**src/rtl/trust_pkg.sv**
```systemverilog
// Shared types for the trust-based output port scheduler.
// Direction codes, FSM state encoding and default trust width.
package trust_pkg;

  localparam int TRUST_W_DEF = 4;

  localparam logic [1:0] DIR_N = 2'd0;
  localparam logic [1:0] DIR_S = 2'd1;
  localparam logic [1:0] DIR_E = 2'd2;
  localparam logic [1:0] DIR_W = 2'd3;

  typedef enum logic [1:0] {
    ST_IDLE,
    ST_SELECT,
    ST_ISSUE,
    ST_WAIT_ACK
  } state_e;

endpackage

```
**src/rtl/trust_select.sv**
```systemverilog
// Picks the eligible direction with the highest trust; ties resolved
// round-robin starting at ptr. mask bit3 = N, trust index 0 = N.
module trust_select
  import trust_pkg::*;
#(
  parameter int TRUST_W = TRUST_W_DEF
) (
  input  logic [3:0]         mask,
  input  logic [TRUST_W-1:0] trust_n,
  input  logic [TRUST_W-1:0] trust_s,
  input  logic [TRUST_W-1:0] trust_e,
  input  logic [TRUST_W-1:0] trust_w,
  input  logic [TRUST_W-1:0] trust_min,
  input  logic [1:0]         ptr,
  output logic               found,
  output logic [1:0]         dir
);

  logic [TRUST_W-1:0] tr [4];
  logic [TRUST_W-1:0] best;
  logic [3:0]         elig;
  logic [1:0]         d;

  always_comb begin
    tr[0] = trust_n;
    tr[1] = trust_s;
    tr[2] = trust_e;
    tr[3] = trust_w;
    for (int i = 0; i < 4; i++) begin
      elig[i] = mask[3-i] && (tr[i] >= trust_min);
    end
  end

  // Strict '>' keeps the first candidate in rr order on a tie.
  always_comb begin
    found = 1'b0;
    dir   = ptr;
    best  = '0;
    d     = ptr;
    for (int i = 0; i < 4; i++) begin
      d = ptr + 2'(i);
      if (elig[d] && (!found || tr[d] > best)) begin
        found = 1'b1;
        best  = tr[d];
        dir   = d;
      end
    end
  end

endmodule

```
**src/rtl/trust_port_scheduler.sv**
```systemverilog
// Output-stage sequencer: one packet in flight, trust debit/credit/penalty.
// Optional TRUST_RECOVER_EN adds a periodic trust recovery tick.
module trust_port_scheduler
  import trust_pkg::*;
#(
  parameter int TRUST_W        = TRUST_W_DEF,
  parameter int TRUST_INIT     = 8,
  parameter int TRUST_MIN      = 2,
  parameter int DELTA          = 1,
  parameter int ACK_TIMEOUT    = 16,
  parameter int RECOVER_PERIOD = 64
) (
  input  logic                   clk,
  input  logic                   reset,
  input  logic                   pkt_valid,
  input  logic [3:0]             pkt_dir_mask,
  output logic                   pkt_ready,
  output logic                   grant_valid,
  output logic [1:0]             grant_dir,
  input  logic                   grant_ready,
  input  logic                   ack_valid,
  input  logic [1:0]             ack_dir,
  output logic                   drop,
  output logic                   timeout,
  output logic [4*TRUST_W-1:0]   trust_levels
);

  localparam int CNT_W = (ACK_TIMEOUT > 2) ? $clog2(ACK_TIMEOUT) : 1;
  localparam int SW    = TRUST_W + 3;
  localparam logic signed [SW-1:0] MAX_S = SW'((2 ** TRUST_W) - 1);
  localparam logic signed [SW-1:0] DEL_S = SW'(DELTA);

  state_e             state_q, state_d;
  logic [3:0]         mask_q, mask_d;
  logic [1:0]         dir_q, dir_d;
  logic [1:0]         ptr_q, ptr_d;
  logic [CNT_W-1:0]   cnt_q, cnt_d;
  logic [TRUST_W-1:0] trust_q [4];
  logic [TRUST_W-1:0] trust_d [4];

  logic               sel_found;
  logic [1:0]         sel_dir;
  logic               hs, ack_hit, to_hit, rec_tick;
  logic signed [SW-1:0] sum;

  trust_select #(
    .TRUST_W (TRUST_W)
  ) u_sel (
    .mask      (mask_q),
    .trust_n   (trust_q[0]),
    .trust_s   (trust_q[1]),
    .trust_e   (trust_q[2]),
    .trust_w   (trust_q[3]),
    .trust_min (TRUST_W'(TRUST_MIN)),
    .ptr       (ptr_q),
    .found     (sel_found),
    .dir       (sel_dir)
  );

  assign hs      = (state_q == ST_ISSUE) && grant_ready;
  assign ack_hit = (state_q == ST_WAIT_ACK) && ack_valid
                && (ack_dir == dir_q);
  assign to_hit  = (state_q == ST_WAIT_ACK) && !ack_hit
                && (cnt_q == CNT_W'(ACK_TIMEOUT - 1));

`ifdef TRUST_RECOVER_EN
  localparam int RW = (RECOVER_PERIOD > 2) ? $clog2(RECOVER_PERIOD) : 1;
  logic [RW-1:0] rec_q, rec_d;

  assign rec_tick = (rec_q == RW'(RECOVER_PERIOD - 1));

  always_comb begin
    rec_d = rec_tick ? '0 : rec_q + RW'(1);
  end

  always_ff @(posedge clk or posedge reset) begin
    if (reset) rec_q <= '0;
    else       rec_q <= rec_d;
  end
`else
  assign rec_tick = 1'b0;
`endif

  always_ff @(posedge clk or posedge reset) begin
    if (reset) state_q <= ST_IDLE;
    else       state_q <= state_d;
  end

  always_comb begin
    state_d = state_q;
    unique case (state_q)
      ST_IDLE:     if (pkt_valid) state_d = ST_SELECT;
      ST_SELECT:   state_d = sel_found ? ST_ISSUE : ST_IDLE;
      ST_ISSUE:    if (grant_ready) state_d = ST_WAIT_ACK;
      ST_WAIT_ACK: if (ack_hit || to_hit) state_d = ST_IDLE;
      default:     state_d = ST_IDLE;
    endcase
  end

  always_comb begin
    pkt_ready   = (state_q == ST_IDLE) && !reset;
    grant_valid = (state_q == ST_ISSUE);
    grant_dir   = dir_q;
    drop        = (state_q == ST_SELECT) && !sel_found;
    timeout     = to_hit;
  end

  always_comb begin
    mask_d = mask_q;
    dir_d  = dir_q;
    ptr_d  = ptr_q;
    cnt_d  = cnt_q;
    if (state_q == ST_IDLE && pkt_valid) mask_d = pkt_dir_mask;
    if (state_q == ST_SELECT && sel_found) dir_d = sel_dir;
    if (hs) begin
      ptr_d = dir_q + 2'd1;
      cnt_d = '0;
    end else if (state_q == ST_WAIT_ACK) begin
      cnt_d = cnt_q + CNT_W'(1);
    end
  end

  // All same-cycle contributions are summed, then clamped once.
  always_comb begin
    sum = '0;
    for (int d = 0; d < 4; d++) begin
      sum = SW'(trust_q[d]);
      if (dir_q == 2'(d)) begin
        if (hs)      sum = sum - DEL_S;
        if (ack_hit) sum = sum + DEL_S;
        if (to_hit)  sum = sum - DEL_S;
      end
      if (rec_tick && trust_q[d] < TRUST_W'(TRUST_INIT))
        sum = sum + DEL_S;
      if (sum < 0)          trust_d[d] = '0;
      else if (sum > MAX_S) trust_d[d] = MAX_S[TRUST_W-1:0];
      else                  trust_d[d] = sum[TRUST_W-1:0];
    end
  end

  always_ff @(posedge clk or posedge reset) begin
    if (reset) begin
      mask_q <= '0;
      dir_q  <= DIR_N;
      ptr_q  <= DIR_N;
      cnt_q  <= '0;
      for (int d = 0; d < 4; d++) trust_q[d] <= TRUST_W'(TRUST_INIT);
    end else begin
      mask_q <= mask_d;
      dir_q  <= dir_d;
      ptr_q  <= ptr_d;
      cnt_q  <= cnt_d;
      for (int d = 0; d < 4; d++) trust_q[d] <= trust_d[d];
    end
  end

  assign trust_levels = {trust_q[0], trust_q[1], trust_q[2], trust_q[3]};

endmodule

```
**config.mk**
```make
export PLATFORM = sky130hd
export DESIGN_NAME = trust_port_scheduler
export DESIGN_NICKNAME = d
export VERILOG_FILES = /design/src/rtl/trust_pkg.sv /design/src/rtl/trust_select.sv /design/src/rtl/trust_port_scheduler.sv
export SDC_FILE = /design/constraint.sdc
export NUM_CORES = 1
export LEC_CHECK = 0
export CORE_MARGIN = 2
export CORE_UTILIZATION = 55
export CTS_BUF_LIST = sky130_fd_sc_hd__clkbuf_4 sky130_fd_sc_hd__clkbuf_8
export DETAILED_ROUTE_END_ITERATION = 6
export GPL_TIMING_DRIVEN = 0
export HOLD_SLACK_MARGIN = 0.06
export PLACE_DENSITY = 0.86
export SLEW_MARGIN = 10
export SYNTH_ARGS = -nofsm -noshare
export SYNTH_HDL_FRONTEND = slang
export SYNTH_SLANG_ARGS = --single-unit
```
**constraint.sdc**
```tcl
create_clock -name clk -period 9.7 [get_ports clk]
set_input_delay 1.94 -clock clk [delete_from_list [all_inputs] [get_ports clk]]
set_output_delay 1.94 -clock clk [all_outputs]
set_load 0.01 [all_outputs]
```
==> results.tsv <==
stage	metric	value	unit
yosys	Main synth FF type	dfrtp_1	
flow_run	max_cap viols	0	
placed_design	Placed Cells	557	
timing	relative slew slack	26.5	%
layout	# fillers	533	
floorplan	die width	85.9	um
timing	post-route setup TNS	0	ns
critical_path	Worst EP required	9.86	ns
timing	RSZ-0062 raised after global routing	no	
timing	Final setup viols	0	
yosys	syn nets	492	
critical_path	FF-to-FF Start	trust_levels[12]$_DFF_PP0_	
grt	met1 Use GR	36.9	%
routing	first-pass iteration count of the detailed router	7	
critical_path	Critical Path AT	7.12	ns
yosys	flops & latches, synth	30	
routing	vias per std cell	6.48	
yosys	number of synthesized flops with an enable pin	0	
routing	DRC viols	3	
yosys	area of the mapped netlist	0.00369	mm2
clocking	H-tree depth	2	
layout	Area Overhead vs Synth	14.3	%
clocking	CTS Hold Bufs	0	
grt	met2 usage	48.1	%
yosys	ys async rst share	100	%
timing	Final Skew	0.0125	ns
placed_design	gpl congestion	0.964	
hold_path	WHS Path Cells	1	
clocking	clock latency on the worst-skew pair	0.29	ns
floorplan	row count	29	
hold_path	Hold Path Origin	cnt_q[3]$_DFFE_PP0P_	
clocking	Post-CTS Resized	0	
grt	vias in the first global route	3533	
floorplan	io pins	33	
timing	fin crit share	71.8	%
run_status	failing checks	DRC	
clocking	CTS Sinks	30	
critical_path	Crit. End Element	flop	
run_status	run status	finished, violations left	
layout	layout cells sized above 1	10.9	%
timing	fmax	144	MHz
grt	largest net degree at the start of global routing	31	
grt	number of antenna violations at the first check in global routing	0	
floorplan	total core area	0.00642	mm2
layout	Post-Layout Cell Count	564	
floorplan	die height	85.9	um
clocking	post-CTS setup buffers	0	
grt	met3 Track Usage GR	4.52	%
clocking	clk buf depth	2	
critical_path	crit path kind	reg -> reg	
routing	DR iter-0 viols	355	
critical_path	Max FO, Critical Path	10	
floorplan	Starting Density	57.4	%
yosys	Unique masters post-synth	75	
floorplan	Die Area	0.00738	mm2
critical_path	slowest stage delay, CP	0.57	ns
routing	Post-DRT Antenna Nets	0	
placed_design	port bufs	32	
critical_path	startpoint types	flop	
routing	WL per Instance	18.1	um
routing	DR vias	3656	
yosys	post-synthesis instance total	448	
timing	worst-margin pin slew	1.10	ns
yosys	sequential cell area fraction in the yosys report	20.5	%
timing	Tmin final	6.96	ns
timing	Final Hold Viols	0	
placed_design	hpwl dp	7.72	mm
clocking	Reg clk slew, reported paths	0.06	ns
grt	grt total ovfl	0	
critical_path	CP max stage cell	o41ai_1	
layout	# nets final	531	
routing	final wirelength	10.2	mm
grt	Tot GR Track Use	28.5	%
clocking	Root Buffer	clkbuf_8	
grt	busiest grt layer	met2	
grt	first-pass GRT wire length	16.9	mm
clocking	CTS tree	yes	
clocking	Inserted Clock Buffers	5	
critical_path	Register-to-Register Path Depth	33	
critical_path	crit path from	trust_levels[12]$_DFF_PP0_	
layout	Ant. Diodes	0	
critical_path	most used cell along the critical path	a21oi_1	
hold_path	min-delay worst type	reg -> reg	
yosys	average size of a mapped cell	8.23	um2
timing	Max Slew Vio Count	0	
yosys	Ys Warns	0	
critical_path	Reg2Reg Setup Slack	2.74	ns
## cell usage after synthesis, types with 3 or more instances
cell type	number	area share [%]
buf_2	12	1.6
o21a_1	4	0.81
o32ai_1	3	0.71
clkbuf_1	14	1.4
dfstp_2	4	2.8
nor3_1	12	1.6
nor4_1	3	0.51
and3_1	3	0.51
nand3_1	6	0.81
xnor2_1	20	4.7
mux2i_1	24	6.5
a21o_1	5	1.0
inv_1	23	2.3
o41ai_1	4	0.95
o21ai_0	45	6.1
a21oi_1	22	3.0
a31oi_1	6	1.0
xor2_1	4	0.95
a22oi_1	4	0.81
buf_6	5	1.5
or3_1	3	0.51
nand4_1	7	1.2
nor2b_1	6	1.0
buf_1	4	0.41
o31ai_1	6	1.2
ha_1	33	11
nand2_1	40	4.1
dfrtp_1	26	18
o31a_1	4	0.95
nor2_1	26	2.6
a32o_1	5	1.4
mux2_2	10	3.1
## metal layers
layer / routed length (um) / share of wire (%)
met1: 4430 / 44
met2: 4810 / 47
met3: 693 / 6.8
met4: 242 / 2.4
met5: 0 / 0
## worst max-delay path, delay by kind of cell (launching register included)
kind,cells,cell delay (ns)
AOI/OAI and AO/OA,16,3.09
adders and majority gates,4,1.11
DFF,1,0.34
and+or+nand+nor,8,1.12
buffers and inverters,4,0.92
muxes,1,0.25
## cells by family after synthesis
logic type,share of synthesized area [%]
xor+xnor,6.45
fa+ha+maj,11.2
simple gates,16.5
flops,20.5
compound gates,26.4
mux,11.6
buf+inv,7.43
## worst paths after layout
kind | end
setup reg to reg | grant_dir[0]$_DFFE_PP0P_
max in group asynchronous | trust_levels[4]$_DFF_PP0_
hold reg to reg | cnt_q[3]$_DFFE_PP0P_
min in group asynchronous | trust_levels[9]$_DFF_PP0_
hold / removal | cnt_q[3]$_DFFE_PP0P_
setup / recovery | grant_dir[0]$_DFFE_PP0P_
## placed cells by master (no fill, tap or decap), types with 7 or more instances in the layout
cell type,instances
nor3_1,12
dfrtp_1,26
nor2_1,26
xnor2_1,20
nand4_1,7
a21oi_1,22
nand2_1,40
ha_1,33
clkdlybuf4s50_1,32
buf_2,12
inv_1,22
mux2_2,10
o21ai_0,45
mux2i_1,24
clkbuf_1,14
## flip-flops by register name (all words and copies together) (netlist names), named ones only
| register | flops |
|---|---|
| cnt_q | 4 |
| grant_dir | 2 |
| mask_q | 4 |
| ptr_q | 2 |
| state_q | 1 |
| trust_levels | 16 |
## per-stage QoR
step                cell area [um2]  worst slack (ns)  hold WS, ns  util, %
floorplan                      3690              3.80        0.451        -
global placement               4110              3.00        0.470     63.9
detailed placement             4110              2.86        0.490     63.9
CTS                            4220              2.82        0.496     65.7
global route                   4220              2.19        0.548     65.7
finish                         4220              2.74        0.496     65.7
## final cells by class
cell class	count	area, um2	share of cell area (%)
plain buffers	35	184	4.36
clock buffers	6	82.6	1.96
clock inverters	1	30.0	0.712
inverters	24	90.1	2.14
multi-input cells	359	2660	63.0
flip-flops and latches	30	756	17.9
well taps	77	96.3	2.28
repair buffers	32	320	7.59
Power is left out: the tool's default activity adds up to more than one toggle a clock period on the data nets, which glitch-free logic cannot reach.
